<file path="config.mk">
export PLATFORM = sky130hd
export DESIGN_NAME = clock_set_ctrl
export DESIGN_NICKNAME = d
export VERILOG_FILES = /design/src/rtl/clock_ctrl_pkg.sv /design/src/rtl/key_debounce.sv /design/src/rtl/clock_set_ctrl.sv
export SDC_FILE = /design/constraint.sdc
export NUM_CORES = 1
export LEC_CHECK = 0
export CELL_PAD_IN_SITES_DETAIL_PLACEMENT = 0
export CELL_PAD_IN_SITES_GLOBAL_PLACEMENT = 1
export CORE_MARGIN = 5
export CORE_UTILIZATION = 45
export DETAILED_ROUTE_END_ITERATION = 7
export PLACE_DENSITY = 0.78
export SYNTH_ARGS = -nofsm -noshare
export SYNTH_HDL_FRONTEND = slang
export SYNTH_HIERARCHICAL = 1
export SYNTH_SLANG_ARGS = --single-unit
</file>
<file path="constraint.sdc">
create_clock -name CLOCK_50 -period 6.1 [get_ports CLOCK_50]
set_clock_uncertainty 0.2 [all_clocks]
set_input_delay 1.525 -clock CLOCK_50 [delete_from_list [all_inputs] [get_ports CLOCK_50]]
set_output_delay 1.525 -clock CLOCK_50 [all_outputs]
set_load 0.005 [all_outputs]
</file>
<file path="src/rtl/clock_ctrl_pkg.sv">
// Shared types, widths and wrap helpers for the clock time-setting controller.
package clock_ctrl_pkg;

   localparam int unsigned STATE_W   = 2;
   localparam int unsigned HOURS_MOD = 24;
   localparam int unsigned MINS_MOD  = 60;
   localparam int unsigned HOUR_W    = 5;
   localparam int unsigned MIN_W     = 6;

   typedef enum logic [STATE_W-1:0] {
      RUN      = 2'd0,
      SET_HOUR = 2'd1,
      SET_MIN  = 2'd2,
      COMMIT   = 2'd3
   } state_t;

   // Wrap by compare-and-select so no divider is ever built.
   function automatic logic [HOUR_W-1:0] hour_step(input logic [HOUR_W-1:0] h,
                                                   input logic             up);
      if (up) return (h >= HOUR_W'(HOURS_MOD - 1)) ? '0 : h + 1'b1;
      else    return (h == '0) ? HOUR_W'(HOURS_MOD - 1) : h - 1'b1;
   endfunction

   function automatic logic [MIN_W-1:0] min_step(input logic [MIN_W-1:0] m,
                                                 input logic            up);
      if (up) return (m >= MIN_W'(MINS_MOD - 1)) ? '0 : m + 1'b1;
      else    return (m == '0) ? MIN_W'(MINS_MOD - 1) : m - 1'b1;
   endfunction

endpackage

</file>
<file path="src/rtl/key_debounce.sv">
// Two-flop synchronizer, stability debouncer and one-cycle press-event pulse
// for one active-low push-button.
module key_debounce #(
   parameter int unsigned DEBOUNCE_CYCLES = 1000000
) (
   input  logic clk,
   input  logic rst_n,
   input  logic key_n,
   output logic press
);

   localparam int unsigned CNT_W = (DEBOUNCE_CYCLES > 1) ? $clog2(DEBOUNCE_CYCLES) : 1;
   localparam logic [CNT_W-1:0] CNT_LAST = CNT_W'(DEBOUNCE_CYCLES - 1);

   logic [1:0]       sync_q;
   logic             stable_q;
   logic [CNT_W-1:0] cnt_q;
   logic             press_q;

   // Everything resets to "released", so a key held through reset must
   // still prove itself stable before it produces an event.
   always_ff @(posedge clk or negedge rst_n) begin
      if (!rst_n) begin
         sync_q   <= 2'b11;
         stable_q <= 1'b1;
         cnt_q    <= '0;
         press_q  <= 1'b0;
      end else begin
         sync_q  <= {sync_q[0], key_n};
         press_q <= 1'b0;
         if (sync_q[1] != stable_q) begin
            if (cnt_q == CNT_LAST) begin
               stable_q <= sync_q[1];
               cnt_q    <= '0;
               press_q  <= ~sync_q[1];
            end else begin
               cnt_q <= cnt_q + 1'b1;
            end
         end else begin
            cnt_q <= '0;
         end
      end
   end

   assign press = press_q;

endmodule

</file>
<file path="src/rtl/clock_set_ctrl.sv">
// Edit state machine for setting the clock: debounced keys step the hour and
// minute fields, commit issues one load pulse, and the edited field blinks.
module clock_set_ctrl
   import clock_ctrl_pkg::*;
#(
   parameter int unsigned DEBOUNCE_CYCLES = 1000000,
   parameter int unsigned BLINK_CYCLES    = 25000000
) (
   input  logic              CLOCK_50,
   input  logic              RESET_N,
   input  logic              key_mode_n,
   input  logic              key_up_n,
   input  logic              key_down_n,
   input  logic [HOUR_W-1:0] cur_hour,
   input  logic [MIN_W-1:0]  cur_min,
   output logic              run_en,
   output logic              load,
   output logic [HOUR_W-1:0] load_hour,
   output logic [MIN_W-1:0]  load_min,
   output logic              blank_hour,
   output logic              blank_min,
   output logic [1:0]        mode
);

   localparam int unsigned BLK_W = (BLINK_CYCLES > 1) ? $clog2(BLINK_CYCLES) : 1;
   localparam logic [BLK_W-1:0] BLK_LAST = BLK_W'(BLINK_CYCLES - 1);

   logic ev_mode, ev_up, ev_down;
   logic step_up, step_dn;

   state_t            state_q, state_d;
   logic [HOUR_W-1:0] edit_hour_q;
   logic [MIN_W-1:0]  edit_min_q;
   logic [BLK_W-1:0]  blink_cnt_q;
   logic              phase_q;
   logic              editing;

   key_debounce #(.DEBOUNCE_CYCLES(DEBOUNCE_CYCLES)) u_key_mode (
      .clk(CLOCK_50), .rst_n(RESET_N), .key_n(key_mode_n), .press(ev_mode));
   key_debounce #(.DEBOUNCE_CYCLES(DEBOUNCE_CYCLES)) u_key_up (
      .clk(CLOCK_50), .rst_n(RESET_N), .key_n(key_up_n), .press(ev_up));
   key_debounce #(.DEBOUNCE_CYCLES(DEBOUNCE_CYCLES)) u_key_down (
      .clk(CLOCK_50), .rst_n(RESET_N), .key_n(key_down_n), .press(ev_down));

   // Opposing events in one cycle cancel; a mode event also suppresses steps.
   assign step_up = ev_up & ~ev_down & ~ev_mode;
   assign step_dn = ev_down & ~ev_up & ~ev_mode;
   assign editing = (state_q == SET_HOUR) || (state_q == SET_MIN);

   always_ff @(posedge CLOCK_50 or negedge RESET_N) begin
      if (!RESET_N) state_q <= RUN;
      else          state_q <= state_d;
   end

   always_comb begin
      state_d = state_q;
      unique case (state_q)
         RUN:      if (ev_mode) state_d = SET_HOUR;
         SET_HOUR: if (ev_mode) state_d = SET_MIN;
         SET_MIN:  if (ev_mode) state_d = COMMIT;
         COMMIT:   state_d = RUN;
         default:  state_d = RUN;
      endcase
   end

   always_comb begin
      run_en     = (state_q == RUN);
      load       = (state_q == COMMIT);
      blank_hour = (state_q == SET_HOUR) & phase_q;
      blank_min  = (state_q == SET_MIN) & phase_q;
      mode       = state_q;
      load_hour  = edit_hour_q;
      load_min   = edit_min_q;
   end

   always_ff @(posedge CLOCK_50 or negedge RESET_N) begin
      if (!RESET_N) begin
         edit_hour_q <= '0;
         edit_min_q  <= '0;
      end else begin
         unique case (state_q)
            RUN: if (ev_mode) begin
               edit_hour_q <= (cur_hour > HOUR_W'(HOURS_MOD - 1)) ? '0 : cur_hour;
               edit_min_q  <= (cur_min > MIN_W'(MINS_MOD - 1)) ? '0 : cur_min;
            end
            SET_HOUR: begin
               if (step_up)      edit_hour_q <= hour_step(edit_hour_q, 1'b1);
               else if (step_dn) edit_hour_q <= hour_step(edit_hour_q, 1'b0);
            end
            SET_MIN: begin
               if (step_up)      edit_min_q <= min_step(edit_min_q, 1'b1);
               else if (step_dn) edit_min_q <= min_step(edit_min_q, 1'b0);
            end
            default: ;
         endcase
      end
   end

   // Restart the blink on any state change or key step so the field shows at once.
   always_ff @(posedge CLOCK_50 or negedge RESET_N) begin
      if (!RESET_N) begin
         blink_cnt_q <= '0;
         phase_q     <= 1'b0;
      end else if ((state_d != state_q) || !editing || ev_up || ev_down) begin
         blink_cnt_q <= '0;
         phase_q     <= 1'b0;
      end else if (blink_cnt_q == BLK_LAST) begin
         blink_cnt_q <= '0;
         phase_q     <= ~phase_q;
      end else begin
         blink_cnt_q <= blink_cnt_q + 1'b1;
      end
   end

endmodule

</file>
==> results of run 1 <==
==> state kept, by name, summed over array words and instances (netlist names) <==
register and cells:
load_hour 5, load_min 6, u_key_mode/stable_q 1, mode 2
u_key_up/stable_q 1, u_key_down/cnt_q 20, blink_cnt_q 25, phase_q 1
u_key_mode/press 1, u_key_down/sync_q 2, u_key_up/cnt_q 20, u_key_down/stable_q 1
u_key_down/press 1, u_key_mode/cnt_q 20, u_key_up/sync_q 2, u_key_up/press 1
u_key_mode/sync_q 2
==> metrics by stage <==
step	setup WS, ns	instances	hold WS [ns]	power (W)
after floorplan	3.11	621	0.145	0.000782
after global placement	2.57	812	0.153	0.000813
after detailed placement	2.51	812	0.153	0.000814
after CTS	2.12	828	0.161	0.00141
after global routing	1.99	828	0.164	0.00145
final	2.14	828	0.162	0.00139
==> layout by cell type, fill, tap and decap left out, drive strengths merged, types with 19 or more instances in the layout <==
master         count
nand4             19
xor2              41
nor2              89
xnor2             27
a21oi             30
inv               25
clkdlybuf4s50     31
nand3             44
nand2             37
dfrtp            102
==> cell families (layout without fill, tap and decap cells) <==
logic type      count (synthesis)  count (layout)
compound gates                 92              92
xor+xnor                       68              68
mux                             7               7
buf+inv                        38              69
simple gates                  291             291
fa+ha+maj                      14              14
flops                         111             111
==> layout make-up <==
class / instances / area, µm² / area share, %
clock buffers: 10 / 239 / 3.46
clock inverters: 6 / 57.6 / 0.833
inverters: 19 / 71.3 / 1.03
multi-input cells: 472 / 3200 / 46.3
flip-flops and latches: 111 / 2790 / 40.4
well taps: 176 / 220 / 3.19
repair buffers: 34 / 333 / 4.82
==> cell usage after synthesis, types with 3 or more instances <==
| master | number |
|---|---|
| dfrtp_1 | 102 |
| nor2_1 | 79 |
| xor2_1 | 41 |
| nand3_1 | 38 |
| nand2_1 | 37 |
| a21oi_1 | 30 |
| xnor2_1 | 27 |
| inv_1 | 19 |
| o21ai_0 | 16 |
| and3_1 | 15 |
| ha_1 | 14 |
| o31ai_1 | 14 |
| nand4_1 | 13 |
| nor3_1 | 12 |
| clkbuf_1 | 10 |
| nor2_2 | 10 |
| or4_1 | 10 |
| dfstp_2 | 9 |
| and4_1 | 7 |
| nand3_2 | 6 |
| nand4_2 | 6 |
| nor3b_1 | 6 |
| nor4_1 | 6 |
| nor4_2 | 6 |
| a31oi_1 | 4 |
| mux2i_1 | 4 |
| or2_1 | 4 |
| or3_1 | 4 |
| a22oi_1 | 3 |
| buf_4 | 3 |
| buf_6 | 3 |
| mux2_4 | 3 |
| nand4bb_1 | 3 |
| nor4b_1 | 3 |
| nor4bb_1 | 3 |
| o2111ai_1 | 3 |
| o211ai_1 | 3 |
| o41ai_4 | 3 |
| or3_4 | 3 |
| or3b_2 | 3 |
| or4_4 | 3 |
==> per-layer routing <==
metal | routed length [µm] | vias to the layer above
met1 | 5860 | 2292
met4 | 165 | 0
met3 | 537 | 13
li1 | - | 2289
met5 | 0 | -
met2 | 5920 | 83
==> power by group through the flow <==
| stage | Clock (W) | Sequential (W) | Combinational (W) |
|---|---|---|---|
| after floorplan | 0 | 0.000763 | 0.0000196 |
| after global placement | 0 | 0.000764 | 0.0000490 |
| after detailed placement | 0 | 0.000764 | 0.0000500 |
| after CTS | 0.000614 | 0.000750 | 0.0000506 |
| after global routing | 0.000641 | 0.000752 | 0.0000561 |
| final | 0.000595 | 0.000750 | 0.0000486 |
==> worst min-delay path by stage <==
stage / endpoint
floorplan: u_key_down/sync_q[1]
global placement: u_key_down/sync_q[1]
detailed placement: u_key_down/sync_q[1]
CTS: u_key_mode/sync_q[1]
global route: u_key_mode/sync_q[1]
finish: u_key_mode/sync_q[1]
==> impl_metrics.csv, run 1 <==
group,metric,value,unit
floorplanning,start_util,46.3,%
layout,nets,677,
floorplanning,core_area,13300,µm²
sta,setup_tns,0,ns
worst_setup_path,regToRegStartpoint,"mode[0]",
sta,min_period_over_period,64.9,%
place,hpwl,8530,µm
worst_setup_path,worstSetupEndpointType,"primary output",
power,powerDensity,202,nW/µm²
worst_setup_path,startpoint,"mode[0]",
grt,grt_pass1_vias,4620,
synthesis,synth_top_area_cell,"dfrtp_1",
clock_tree,cts_max_path_buffers,2,
worst_setup_path,crit_required,4.38,ns
synthesis,yosysWarnings,6,
sta,rsz0062_at_grt,"no",
routing,ant_nets,0,
worst_setup_path,r2r_slack,2.82,ns
sta,setup_viol,0,
layout,drive_above_1_share,12.4,%
grt,busiest_layer,"met2",
synthesis,synth_top_cells_by_area,"dfrtp_1, xor2_1, nor2_1",
clock_tree,clkSinkCount,111,
place,portBuffers,32,
worst_setup_path,slowest_stage,"ha_1",
grt,antenna_found_initial,0,
synthesis,syn_inst,621,
floorplanning,rows,42,
worst_setup_path,slowest_delay,0.57,ns
grt,grt_max_degree,65,
sta,hold_viol,0,
place,routabilityCongestion,0.851,
routing,drtPass1Iterations,5,
floorplanning,die-area,16200,µm²
synthesis,syn_avg_cell_area,9.96,µm²
worst_setup_path,r2r_cells,7,
synthesis,yosys.area_share.simple,27.4,%
clock_tree,cts_resized,0,
sta,relSlewSlack,18.7,%
clock_tree,cts_tree,"done",
synthesis,synth_compound_area_share,10.5,%
synthesis,synth-xor-area-share,9.63,%
layout,fin_util,51.8,%
sta,final_max_slew_viol_count,0,
power,ir_drop,0.150,mV
floorplanning,die_y,127,µm
synthesis,ys.flop_type,"dfrtp_1",
synthesis,synth_nets,651,
grt,grt_use_total,16.1,%
synthesis,ys_ff_latch,111,
synthesis,synth.distinct_cells,66,
synthesis,synthAdderAreaFrac,2.83,%
power,comb_power_share,3.5,%
worst_setup_path,crit_chain,"inv_1 -> ha_1 -> and2_1 -> clkdlybuf4s50_1",
clock_tree,cts_max_level,3,
power,power.internal,0.00106,W
sta,fin_crit,3.96,ns
synthesis,synth_top_area_share,41.3,%
clock_tree,insertion_delay,0.36,ns
worst_setup_path,cp_data_arrival_time,2.24,ns
worst_setup_path,path_depth,4,
layout,fin_area,6910,µm²
power,sw_frac_of_total,23.8,%
clock_tree,cts_buffers,9,
worst_setup_path,path_max_fanout,21,
floorplanning,ioPinCount,33,
power,p_seq_share,53.8,%
clock_tree,path_clk_slew,0.08,ns
sta,worst_pin_slew,1.21,ns
synthesis,synth_edf_count,0,
grt,grtUsageMet3,3.76,%
routing,vias,4677,
hold_path,hold_class,"flop to flop",
worst_setup_path,crit_family,"buffers and inverters",
run,max-cap-violations,0,
worst_setup_path,timing.rr.end,"blink_cnt_q[7]",
hold_path,min-delay-start,"u_key_mode/sync_q[0]",
worst_setup_path,critPathKind,"flop to primary output",
clock_tree,postCtsSetupBuffers,0,
routing,wire_per_inst,15.1,µm
synthesis,synthArstFlopShare,100,%
power,clock_power_share,42.7,%
layout,area_growth,11.7,%
worst_setup_path,critPathBufInv,2,
clock_tree,hold_buffers,0,
synthesis,synth_top_family_by_area,"simple AND/OR/NAND/NOR gates",
routing,routed_wl,12500,µm
outcome,status,"complete, no violations",
routing,post-route-drc-count,0,
routing,drtIter0Drc,341,
worst_setup_path,endpoint,"blank_min",
grt,grt.overflow.total,0,
layout,antenna_cells,0,
synthesis,synth_area,6190,µm²
hold_path,whs_path_depth,0,
routing,via_per_inst,5.65,
power,p_leak,2.72,nW
grt,grt_pass1_wl,21900,µm
layout,fill_cells,1259,
grt,grtUsageMet1,21.4,%
synthesis,synth_seq_area_share,45.1,%
clock_tree,clock-root-buffer,"clkbuf_16",
floorplanning,chipWidth,127,µm
place,place_area,6620,µm²
grt,use_met2,26.3,%
power,power.switching,0.000331,W
synthesis,synthMuxAreaShare,1.38,%
worst_setup_path,critPathLaunchType,"flop",
sta,fmax,0.253,GHz
(Power assumes the default switching activity.)
==> inputs of run 2 (changes only) <==
--- a/config.mk
+++ b/config.mk
@@ -8,7 +8,7 @@
 export CELL_PAD_IN_SITES_DETAIL_PLACEMENT = 0
 export CELL_PAD_IN_SITES_GLOBAL_PLACEMENT = 1
 export CORE_MARGIN = 5
-export CORE_UTILIZATION = 45
+export CORE_UTILIZATION = 43
 export DETAILED_ROUTE_END_ITERATION = 7
 export PLACE_DENSITY = 0.78
 export SYNTH_ARGS = -nofsm -noshare
==> constraint.sdc (replaced) <==
create_clock -name CLOCK_50 -period 3.4 [get_ports CLOCK_50]
set_clock_uncertainty 0.2 [all_clocks]
set_input_delay 0.85 -clock CLOCK_50 [delete_from_list [all_inputs] [get_ports CLOCK_50]]
set_output_delay 0.85 -clock CLOCK_50 [all_outputs]
set_load 0.005 [all_outputs]
==> run 2 against run 1 <==
- first-iteration DRC count is 5.3% higher
- clock-buffer cell count is 2 higher
- largest power group unchanged
- sequential power is 80% higher
- worst hold slack worse by 0.0048 ns
==> impl_metrics.csv, run 2 (synthesized netlist as in run 1, its figures left out) <==
group,metric,value,unit
worst_setup_path,crit_chain,"inv_1 -> ha_1 -> and2_1 -> clkdlybuf4s50_1",
routing,drtPass1Iterations,5,
floorplanning,die-area,16900,µm²
floorplanning,rows,43,
outcome,status,"complete, no violations",
sta,timing.final.ws_setup,0.216,ns
layout,multi_input_comb_area,3200,µm²
sta,setup_tns,0,ns
layout,drive_above_1_share,13.1,%
routing,vias,4705,
worst_setup_path,cp_data_arrival_time,2.13,ns
worst_setup_path,worstSetupEndpointType,"primary output",
worst_setup_path,crit_required,2.35,ns
layout,nets,684,
sta,rsz0062_at_grt,"no",
place,hpwl,8540,µm
routing,wire_per_inst,14.9,µm
clock_tree,path_clk_slew,0.07,ns
power,ir_drop,0.227,mV
grt,antenna_found_initial,0,
sta,fin_crit,3.18,ns
floorplanning,ioPinCount,33,
place,place_area,6690,µm²
routing,ant_nets,0,
worst_setup_path,critPathLaunchType,"flop",
power,p_leak,2.76,nW
routing,post-route-drc-count,0,
layout,fin_area,6990,µm²
clock_tree,cts_resized,0,
floorplanning,core_area,14000,µm²
clock_tree,hold_buffers,0,
worst_setup_path,slowest_delay,0.50,ns
clock_tree,insertion_delay,0.35,ns
run,max-cap-violations,0,
grt,grt_max_degree,54,
sta,relSlewSlack,30.5,%
routing,routed_wl,12500,µm
worst_setup_path,critPathKind,"flop to primary output",
layout,mostFrequentLayoutCell,"dfrtp_1",
sta,fmax,0.314,GHz
clock_tree,clkSinkCount,111,
layout,seq_area,2790,µm²
layout,antenna_cells,0,
layout,top_register,"blink_cnt_q",
clock_tree,clock-root-buffer,"clkbuf_16",
grt,grt_pass1_wl,22100,µm
place,portBuffers,32,
clock_tree,cts_tree,"done",
clock_tree,cts_max_level,3,
place,routabilityCongestion,0.801,
clock_tree,cts_max_path_buffers,2,
power,powerDensity,359,nW/µm²
grt,grt_pass1_vias,4614,
clock_tree,cts_buffers,9,
layout,final_cell_mix,"dfrtp_1, nor2_1, xor2_1",
worst_setup_path,path_max_fanout,16,
layout,largest_reg_flops,25,
sta,setup_viol,0,
layout,fill_cells,1318,
sta,final_max_slew_viol_count,0,
routing,drtIter0Drc,359,
worst_setup_path,slowest_stage,"clkdlybuf4s50_1",
floorplanning,chipWidth,130,µm
grt,grt_use_total,15.9,%
layout,area_growth,12.9,%
floorplanning,start_util,44.2,%
floorplanning,die_y,130,µm
clock_tree,postCtsSetupBuffers,0,
sta,hold_viol,0,
grt,grt.overflow.total,0,
sta,worst_pin_slew,1.04,ns
sta,hold_ws,0.157,ns
hold_path,hold_class,"flop to flop",
place,place_ws,0.534,ns
routing,via_per_inst,5.61,
sta,min_period_over_period,93.7,%
-- run 2: cell types whose count changed in the layout (fill, tap and decap cells not counted), sizes merged --
cell	previous run	this run
buf	3	10
clkinv	0	1
clkbuf	10	12
bufinv	0	1
clkinvlp	0	1
inv	25	20
-- run 2: report_power, final --
part           leakage, nW  switching (W)  internal, W
Clock                0.143       0.000477     0.000597
Combinational         1.14      0.0000550    0.0000354
Sequential            1.48      0.0000117      0.00133
-- run 2: final timing paths --
kind / start / endpoint / slack [ns] / cells after the start
min reg2reg: u_key_down/sync_q[0] / u_key_down/sync_q[1] / 0.16 / 0
min in group asynchronous: RESET_N / u_key_mode/cnt_q[14] / 0.34 / 1
max: mode[1] / blank_hour / 0.22 / 4
max in group asynchronous: RESET_N / u_key_mode/sync_q[0] / 1.97 / 2
max reg2reg: mode[0] / blink_cnt_q[16] / 0.53 / 8
min: u_key_down/sync_q[0] / u_key_down/sync_q[1] / 0.16 / 0
-- run 2: final cells by class --
type / instances / share of cell area [%]
multi-input cells: 472 / 45.8
clock inverters: 4 / 0.788
clock buffers: 12 / 3.53
flip-flops and latches: 111 / 39.9
repair buffers: 41 / 5.69
well taps: 180 / 3.22
inverters: 19 / 1.02
-- run 2: per-layer routing --
metal | up-vias | GRT usage [%] | wire length, µm
met4 | 0 | 5.75 | 165
met5 | - | 0 | 0
met1 | 2302 | 22.5 | 6260
met2 | 83 | 24.8 | 5610
li1 | 2310 | - | -
met3 | 10 | 2.46 | 468
-- run 2: worst max-delay path, delay by kind of cell (launching register included) --
family | cells | cell delay (ns)
AND/OR/NAND/NOR | 1 | 0.21
flip-flops | 1 | 0.44
buffers and inverters | 2 | 0.64
adder cells (fa/ha/maj) | 1 | 0.49
-- run 2: stage by stage --
step | total power, W | util (%) | std cells
2_1_floorplan | 0.00140 | - | 621
3_3_place_gp | 0.00146 | 47.8 | 823
3_5_place_dp | 0.00146 | 47.8 | 823
4_1_cts | 0.00256 | 49.9 | 839
5_1_grt | 0.00262 | 49.9 | 839
6_report | 0.00251 | 49.9 | 839
==> inputs of run 3 (changes only) <==
--- a/config.mk
+++ b/config.mk
@@ -10,6 +10,7 @@
 export CORE_MARGIN = 5
 export CORE_UTILIZATION = 43
 export DETAILED_ROUTE_END_ITERATION = 7
+export GPL_ROUTABILITY_DRIVEN = 0
 export PLACE_DENSITY = 0.78
 export SYNTH_ARGS = -nofsm -noshare
 export SYNTH_HDL_FRONTEND = slang
==> constraint.sdc (replaced) <==
create_clock -name CLOCK_50 -period 3.4 [get_ports CLOCK_50]
set_clock_uncertainty 0.2 [all_clocks]
set_input_delay 0.85 -clock CLOCK_50 [delete_from_list [all_inputs] [get_ports CLOCK_50]]
set_output_delay 0.85 -clock CLOCK_50 [all_outputs]
set_load 0.05 [all_outputs]
==> run 3 against run 2 <==
- sequential power barely moved
- via count fell by 1.2%
- clock-buffer cell count fell by 1
- die area did not move
- flip-flop and latch count did not move
- utilization barely moved
- register-to-register slack got worse by 0.02 ns
- combinational power fell by 2%
- highest routed layer unchanged
==> impl_metrics.csv, run 3 (synthesized netlist as in run 1, its figures left out) <==
group,metric,value,unit
outcome,status,"complete, no violations",
layout,drive_above_1_share,13.2,%
worst_setup_path,critPathBufInv,2,
clock_tree,cts_max_level,3,
worst_setup_path,slowest_stage,"clkdlybuf4s50_1",
worst_setup_path,crit_chain,"inv_1 -> ha_1 -> clkdlybuf4s50_1",
floorplanning,ioPinCount,33,
clock_tree,cts_resized,0,
floorplanning,die-area,16900,µm²
layout,final_cell_mix,"dfrtp_1, nor2_1, xor2_1",
layout,mostFrequentLayoutCell,"dfrtp_1",
layout,area_growth,13.0,%
floorplanning,core_area,14000,µm²
worst_setup_path,critPathKind,"flop to primary output",
place,hpwl,8380,µm
grt,grt_pass1_vias,4516,
clock_tree,postCtsSetupBuffers,0,
grt,grt.overflow.total,0,
worst_setup_path,cp_data_arrival_time,2.15,ns
clock_tree,clock-root-buffer,"clkbuf_16",
sta,fin_crit,3.20,ns
sta,setup_tns,0,ns
clock_tree,cts_max_path_buffers,2,
clock_tree,cts_buffers,9,
layout,largest_reg_flops,25,
worst_setup_path,crit_family,"buffers and inverters",
sta,relSlewSlack,29.3,%
floorplanning,rows,43,
routing,via_per_inst,5.55,
worst_setup_path,crit_required,2.35,ns
sta,fmax,0.312,GHz
layout,nets,682,
worst_setup_path,slowest_delay,0.87,ns
sta,rsz0062_at_grt,"no",
clock_tree,clkSinkCount,111,
clock_tree,hold_buffers,0,
routing,routed_wl,12500,µm
sta,final_max_slew_viol_count,0,
run,max-cap-violations,0,
routing,post-route-drc-count,0,
grt,grt_pass1_wl,21800,µm
place,dp_cells,821,
clock_tree,cts_tree,"done",
sta,min_period_over_period,94.1,%
place,portBuffers,32,
worst_setup_path,worstSetupEndpointType,"primary output",
routing,ant_nets,0,
routing,drtIter0Drc,405,
worst_setup_path,path_max_fanout,11,
power,p_leak,2.76,nW
power,powerDensity,369,nW/µm²
clock_tree,path_clk_slew,0.07,ns
power,ir_drop,0.222,mV
routing,wire_per_inst,14.9,µm
sta,worst_pin_slew,1.06,ns
hold_path,hold_class,"flop to flop",
grt,antenna_found_initial,0,
sta,hold_viol,0,
clock_tree,insertion_delay,0.35,ns
worst_setup_path,critPathLaunchType,"flop",
worst_setup_path,r2r_slack,0.51,ns
sta,setup_viol,0,
floorplanning,chipWidth,130,µm
routing,drtPass1Iterations,4,
layout,top_register,"blink_cnt_q",
floorplanning,die_y,130,µm
routing,vias,4649,
grt,grt_use_total,15.7,%
floorplanning,start_util,44.2,%
layout,antenna_cells,0,
grt,grt_max_degree,86,
layout,stdcell_count,837,
## run 3: worst register-to-register path, cell delays in order, from the launching register on
cell and delay [ns]:
dfrtp_1 0.46, inv_1 0.12, ha_1 0.32, or3_1 0.35
and3_1 0.17, or4_1 0.57, or2_1 0.25, buf_4 0.23
nor2_1 0.15
## run 3: worst paths after layout
path                                    start  cells after the start                   to
max in group asynchronous             RESET_N                      2  u_key_down/stable_q
min reg2reg                u_key_up/sync_q[0]                      0   u_key_up/sync_q[1]
min in group asynchronous             RESET_N                      1         load_hour[0]
min                        u_key_up/sync_q[0]                      0   u_key_up/sync_q[1]
max reg2reg                           mode[0]                      8      blink_cnt_q[14]
max                                   mode[0]                      3               run_en
## run 3: stage by stage
stage               hold WS [ns]  utilization, %  power (W)  instance area, µm²  worst slack, ns
detailed placement         0.147            47.6    0.00146                6670            0.537
finish                     0.156            50.0    0.00258                6990            0.199
global placement           0.147            47.6    0.00146                6670            0.627
CTS                        0.157            50.0    0.00263                6990            0.184
floorplan                  0.145               -    0.00140                6190           0.0799
global route               0.164            50.0    0.00269                6990           0.0816
## run 3: layer usage
| metal | vias up | GRT usage (%) | share of wire [%] |
|---|---|---|---|
| li1 | 2296 | - | - |
| met4 | 0 | 5.87 | 1.4 |
| met3 | 12 | 2.54 | 4.0 |
| met1 | 2263 | 22.4 | 50 |
| met5 | - | 0 | 0 |
| met2 | 78 | 24.0 | 45 |
## run 3: cell type report
| class | count | area [µm²] |
|---|---|---|
| Clock buffer | 11 | 243 |
| Multi-Input combinational cell | 472 | 3200 |
| Clock inverter | 5 | 81.3 |
| Sequential cell | 111 | 2790 |
| Inverter | 19 | 71.3 |
| Fill cell | 1291 | 7000 |
| Tap cell | 180 | 225 |
| Timing Repair Buffer | 39 | 378 |
## run 3: power by group
part | switching (W) | total (W) | internal, W
Clock | 0.000476 | 0.00114 | 0.000668
Sequential | 0.0000115 | 0.00135 | 0.00133
Combinational | 0.0000548 | 0.0000889 | 0.0000341
